$ cat src/rtl/aim65_reset_seq_pkg.sv
// rtl/aim65_reset_seq_pkg.sv - shared types and helpers for the AIM65 reset sequencer
package aim65_reset_pkg;

  typedef enum logic [1:0] {
    HOLD    = 2'd0,
    WAIT_EN = 2'd1,
    RELEASE = 2'd2,
    RUN     = 2'd3
  } rst_state_t;

  // Counter width large enough to hold the larger of the hold time and the stage gap
  function automatic int cnt_width(input int hold, input int gap);
    int m;
    m = (hold > gap) ? hold : gap;
    return $clog2(m + 1);
  endfunction

endpackage

$ cat src/rtl/aim65_reset_seq_sync_ff.sv
// rtl/aim65_reset_seq_sync_ff.sv - multi-stage flop synchroniser with async active-low clear
module sync_ff #(
  parameter int WIDTH  = 1,
  parameter int STAGES = 2
) (
  input  logic             clk_i,
  input  logic             rst_ni,
  input  logic [WIDTH-1:0] d_i,
  output logic [WIDTH-1:0] q_o
);

  logic [WIDTH-1:0] stage_q [STAGES];

  // Shift the asynchronous inputs through STAGES flops; cleared while in reset
  always_ff @(posedge clk_i or negedge rst_ni) begin
    if (!rst_ni) begin
      for (int i = 0; i < STAGES; i++) stage_q[i] <= '0;
    end else begin
      stage_q[0] <= d_i;
      for (int i = 1; i < STAGES; i++) stage_q[i] <= stage_q[i-1];
    end
  end

  assign q_o = stage_q[STAGES-1];

endmodule

$ cat src/rtl/aim65_reset_seq.sv
// rtl/aim65_reset_seq.sv - merges reset requests, holds, then releases channels in order
module aim65_reset_seq
  import aim65_reset_pkg::*;
#(
  parameter int NUM_SRC     = 3,
  parameter int NUM_OUT     = 4,
  parameter int HOLD_CYCLES = 100,
  parameter int STAGE_GAP   = 16,
  parameter int SYNC_STAGES = 2
) (
  input  logic               clk_sys,
  input  logic               reset_n,
  input  logic [NUM_SRC-1:0] req_src,
  input  logic [NUM_SRC-1:0] src_mask,
  input  logic               release_en,
  output logic [NUM_OUT-1:0] rst_out,
  output logic               ready,
  output logic               busy,
  output logic [NUM_SRC-1:0] cause
);

  localparam int CW = cnt_width(HOLD_CYCLES, STAGE_GAP);
  localparam int IW = $clog2(NUM_OUT + 1);

  logic [NUM_SRC-1:0] req_sync;
  logic [NUM_SRC-1:0] req_hit;
  logic               req_act;

  rst_state_t         state_q, state_d;
  logic [CW-1:0]      cnt_q, cnt_d;
  logic [IW-1:0]      idx_q, idx_d;
  logic [NUM_OUT-1:0] rst_q, rst_d;
  logic [NUM_SRC-1:0] cause_q, cause_d;
  logic               ready_q, ready_d;
  logic               busy_q, busy_d;

  sync_ff #(
    .WIDTH  (NUM_SRC),
    .STAGES (SYNC_STAGES)
  ) u_sync (
    .clk_i  (clk_sys),
    .rst_ni (reset_n),
    .d_i    (req_src),
    .q_o    (req_sync)
  );

  assign req_hit = req_sync & src_mask;
  assign req_act = |req_hit;

  // Next-state logic: any live request forces HOLD, otherwise walk hold/wait/release/run
  always_comb begin
    state_d = state_q;
    cnt_d   = cnt_q;
    idx_d   = idx_q;
    rst_d   = rst_q;
    cause_d = cause_q;

    if (req_act) begin
      state_d = HOLD;
      cnt_d   = '0;
      idx_d   = '0;
      rst_d   = '1;
      // A fresh reset from RUN starts a new cause record; otherwise accumulate
      cause_d = (state_q == RUN) ? req_hit : (cause_q | req_hit);
    end else begin
      case (state_q)
        HOLD: begin
          if (cnt_q == CW'(HOLD_CYCLES - 1)) begin
            state_d = WAIT_EN;
            cnt_d   = '0;
          end else begin
            cnt_d = cnt_q + CW'(1);
          end
        end
        WAIT_EN: begin
          if (release_en) begin
            state_d  = RELEASE;
            rst_d[0] = 1'b0;
            idx_d    = IW'(1);
            cnt_d    = '0;
          end
        end
        RELEASE: begin
          if (idx_q == IW'(NUM_OUT)) begin
            state_d = RUN;
          end else if (release_en) begin
            if (cnt_q == CW'(STAGE_GAP - 1)) begin
              for (int i = 0; i < NUM_OUT; i++) begin
                if (idx_q == IW'(i)) rst_d[i] = 1'b0;
              end
              idx_d = idx_q + IW'(1);
              cnt_d = '0;
            end else begin
              cnt_d = cnt_q + CW'(1);
            end
          end
        end
        RUN: begin
          state_d = RUN;
        end
        default: begin
          state_d = HOLD;
        end
      endcase
    end

    ready_d = (state_d == RUN);
    busy_d  = (state_d != RUN);
  end

  // State, counters and registered outputs
  always_ff @(posedge clk_sys or negedge reset_n) begin
    if (!reset_n) begin
      state_q <= HOLD;
      cnt_q   <= '0;
      idx_q   <= '0;
      rst_q   <= '1;
      cause_q <= '0;
      ready_q <= 1'b0;
      busy_q  <= 1'b1;
    end else begin
      state_q <= state_d;
      cnt_q   <= cnt_d;
      idx_q   <= idx_d;
      rst_q   <= rst_d;
      cause_q <= cause_d;
      ready_q <= ready_d;
      busy_q  <= busy_d;
    end
  end

  assign rst_out = rst_q;
  assign ready   = ready_q;
  assign busy    = busy_q;
  assign cause   = cause_q;

endmodule
$ cat config.mk
export PLATFORM = sky130hd
export DESIGN_NAME = aim65_reset_seq
export DESIGN_NICKNAME = d
export VERILOG_FILES = /design/src/rtl/aim65_reset_seq_pkg.sv /design/src/rtl/aim65_reset_seq_sync_ff.sv /design/src/rtl/aim65_reset_seq.sv
export SDC_FILE = /design/constraint.sdc
export NUM_CORES = 1
export LEC_CHECK = 0
export BUFFER_PORTS_ARGS = -buffer_cell sky130_fd_sc_hd__clkbuf_2
export CORE_UTILIZATION = 30
export CTS_BUF_LIST = sky130_fd_sc_hd__clkbuf_8
export DETAILED_ROUTE_END_ITERATION = 10
export SLEW_MARGIN = 10
export SYNTH_ARGS = -nofsm -noshare
export SYNTH_HDL_FRONTEND = slang
export SYNTH_SLANG_ARGS = --single-unit
$ cat constraint.sdc
create_clock -name clk_sys -period 2.2 [get_ports clk_sys]
set_clock_uncertainty 0.2 [all_clocks]
set_input_delay 0.66 -clock clk_sys [delete_from_list [all_inputs] [get_ports clk_sys]]
set_output_delay 0.66 -clock clk_sys [all_outputs]
set_load 0.01 [all_outputs]
==> summary.md <==
| Metric | Value |
|---|---|
| GPL Wtd Cong | `0.819` |
| Worst slew margin | `57.0%` |
| Largest area contributor in the netlist | `dfrtp_1` |
| Sink Count | `27` |
| Achievable Freq | `490 MHz` |
| Post-synthesis sequential area ratio | `48.8%` |
| Post-synth top flop | `dfrtp_1` |
| All-Layer GR Usage | `12.1%` |
| I/O Pins | `18` |
| P_leak | `0.000688 uW` |
| H-tree levels | `1` |
| Die height | `70.3 microns` |
| Pins Over Slew Limit | `0` |
| Max clock buf depth | `2` |
| Final Critical Period | `2.04 ns` |
| # hold bufs at CTS | `0` |
| Core area | `4410 sq um` |
| Power per standard cell area | `955 nW/um^2` |
| CTS resizes | `0` |
| Synth top area cells | `dfrtp_1, dfstp_2, ha_1` |
| Hold Worst Slack | `0.157 ns` |
| Setup_tns | `0 ns` |
| Largest net degree at the start of global routing | `28` |
| Crit. End Element | `flop` |
| Final hold vios | `0` |
| Post-route ant nets | `0` |
| Placement Rows | `24` |
| DRC viols | `0` |
| Via Count | `1,094` |
| 1st-iter DRT viols | `35` |
| Clk Latency, worst-skew pair | `0.27 ns` |
| Worst R2R Path Depth | `6` |
| Worst Path Required | `2.22 ns` |
| Final setup fails | `0` |
| Distinct cells, synth | `43` |
| Initial antenna violation count | `0` |
| First-pass GRT wire length | `4890 microns` |
| Syn Area/Cell | `10.7 sq um` |
| Total Routed Length | `2750 microns` |
| CTS tree | `built` |
| Die X | `70.3 microns` |
| Utilization after layout | `37.0%` |
| Drt pass-1 iters | `4` |
| Status | `completed` |
| Avg Vias per Cell | `5.26` |
| Multi-input logic area | `676 sq um` |
| Storage cell area | `682 sq um` |
| Synthesized area | `1400 sq um` |
| Die area | `4940 sq um` |
| Top cell type's share of synthesized area | `39.4%` |
| Final cell count without fillers | `208` |
| Crit Path Class | `flop to flop` |
| Fillers | `439` |
| Startpoint Class | `flop` |
| Mapped Nets | `150` |
| Max FO, Critical Path | `5` |
| HP Class | `flop to flop` |
| Metal1 wirelength | `1310 microns` |
| Worst R2R Start | `idx_q[0]` |
| Initial Utilization | `31.7%` |
| Vias in the first global route | `1,136` |
| Cells after Synth | `131` |
| Port Buf Inserts | `17` |
| Metal3 WL | `42 microns` |
| Flip-flop and latch count after synthesis | `27` |
| Final period utilization | `92.8%` |
| Post-synth EDFFs | `0` |
| Nets | `176` |
| Crit path DAT | `2.06 ns` |
| Layout cells sized above 1 | `25.6%` |
| Drt wl/cell | `13.2 microns` |
| Dpl hpwl | `2110 microns` |
| Grt ovf | `0` |
| Layout area overhead | `16.7%` |
| Setup bufs post-CTS | `0` |
| Root buffer cell | `clkbuf_8` |
| Asr flop ratio synth | `100%` |
| Worst-path clk slew | `0.09 ns` |
| R2R Setup Slk | `0.16 ns` |
| Peak supply drop | `582 uV` |
| R2R Path End | `idx_q[2]` |
| CTS buffer count | `3` |
| N_diodes | `0` |
| WHS Path Cells | `0` |
| Met2 WL | `1360 microns` |
| Syn. warnings | `0` |
| Worst Min Path Start | `u_sync.stage_q[3]` |
| Placed Cells | `204` |
| Hold EP | `u_sync.q_o[0]` |
| DP Area | `1580 sq um` |
| Max-cap violations | `0` |
| Top sig layer | `met4` |
| Worst Max-Slew Pin Slew | `0.645 ns` |
| RSZ-0062 raised after global routing | `no` |
| Final Cell Area | `1630 sq um` |
how the worst max path moves through the flow:
stage / depth (start not counted) / slack (ns) / startpoint / end
floorplan: 7 / 0.24 / state_q[0] / idx_q[2]
global placement: 5 / 0.16 / release_en / idx_q[2]
detailed placement: 5 / 0.09 / release_en / idx_q[2]
CTS: 6 / 0.14 / idx_q[0] / idx_q[2]
global route: 6 / 0.08 / idx_q[0] / idx_q[2]
finish: 6 / 0.16 / idx_q[0] / idx_q[2]
where the power goes:
| part | internal, uW | switching (uW) | leakage (uW) | total [uW] |
|---|---|---|---|---|
| clock network | 129 | 157 | 0.0000217 | 286 |
| registers | 558 | 46.1 | 0.000328 | 604 |
| logic | 280 | 388 | 0.000338 | 669 |
critical path, cell delays in order (launching register included):
cell and delay [ns]:
dfrtp_1 0.38, inv_1 0.10, ha_1 0.24, and2_0 0.18
or4_4 0.58, o22ai_1 0.17, and2_1 0.14
flip-flops by register name, indices dropped and copies added, names as in the netlist, 2 cells and up:
| name | count |
|---|---|
| cnt_q | 7 |
| rst_out | 4 |
| cause | 3 |
| idx_q | 3 |
| u_sync.q_o | 3 |
| u_sync.stage_q | 3 |
| state_q | 2 |
routing by layer:
| layer | vias up | track usage, % |
|---|---|---|
| li1 | 540 | - |
| met3 | 4 | 1.73 |
| met2 | 14 | 21.5 |
| met4 | 0 | 4.00 |
| met1 | 536 | 14.9 |
| met5 | - | 0 |
cells in the mapped netlist, types with 4 or more instances:
cell,count
inv_1,8
nand3_1,6
dfrtp_1,22
o21ai_0,4
nand2_1,18
ha_1,10
dfstp_2,5
final cells by class:
class / instances / area share, %
clock buffer: 3 / 2.53
tap: 52 / 3.99
timing repair buffer: 23 / 7.98
inverter: 8 / 1.84
multi-input combinational: 94 / 41.4
clock inverter: 1 / 0.460
sequential: 27 / 41.8
per-stage QoR:
step                worst slack [ns]  power, uW
global placement               0.162       1260
finish                         0.159       1560
detailed placement            0.0888       1280
CTS                            0.143       1570
floorplan                      0.244       1080
global route                  0.0791       1670
layout by cell type, fill, tap and decap left out, types with 4 or more instances in the layout:
cell type,count
nand3_1,6
buf_4,6
ha_1,10
clkbuf_2,17
dfrtp_1,22
dfstp_2,5
o21ai_0,4
inv_1,8
nand2_1,18
cells by family after synthesis:
logic type | synth area share [%]
muxes | 0.716
buffers and inverters | 2.86
adders and majority gates | 8.95
and+or+nand+nor | 17.7
AOI/OAI and AO/OA | 21.0
DFF | 48.8
Note: power is estimated with default switching activity, not from simulation.
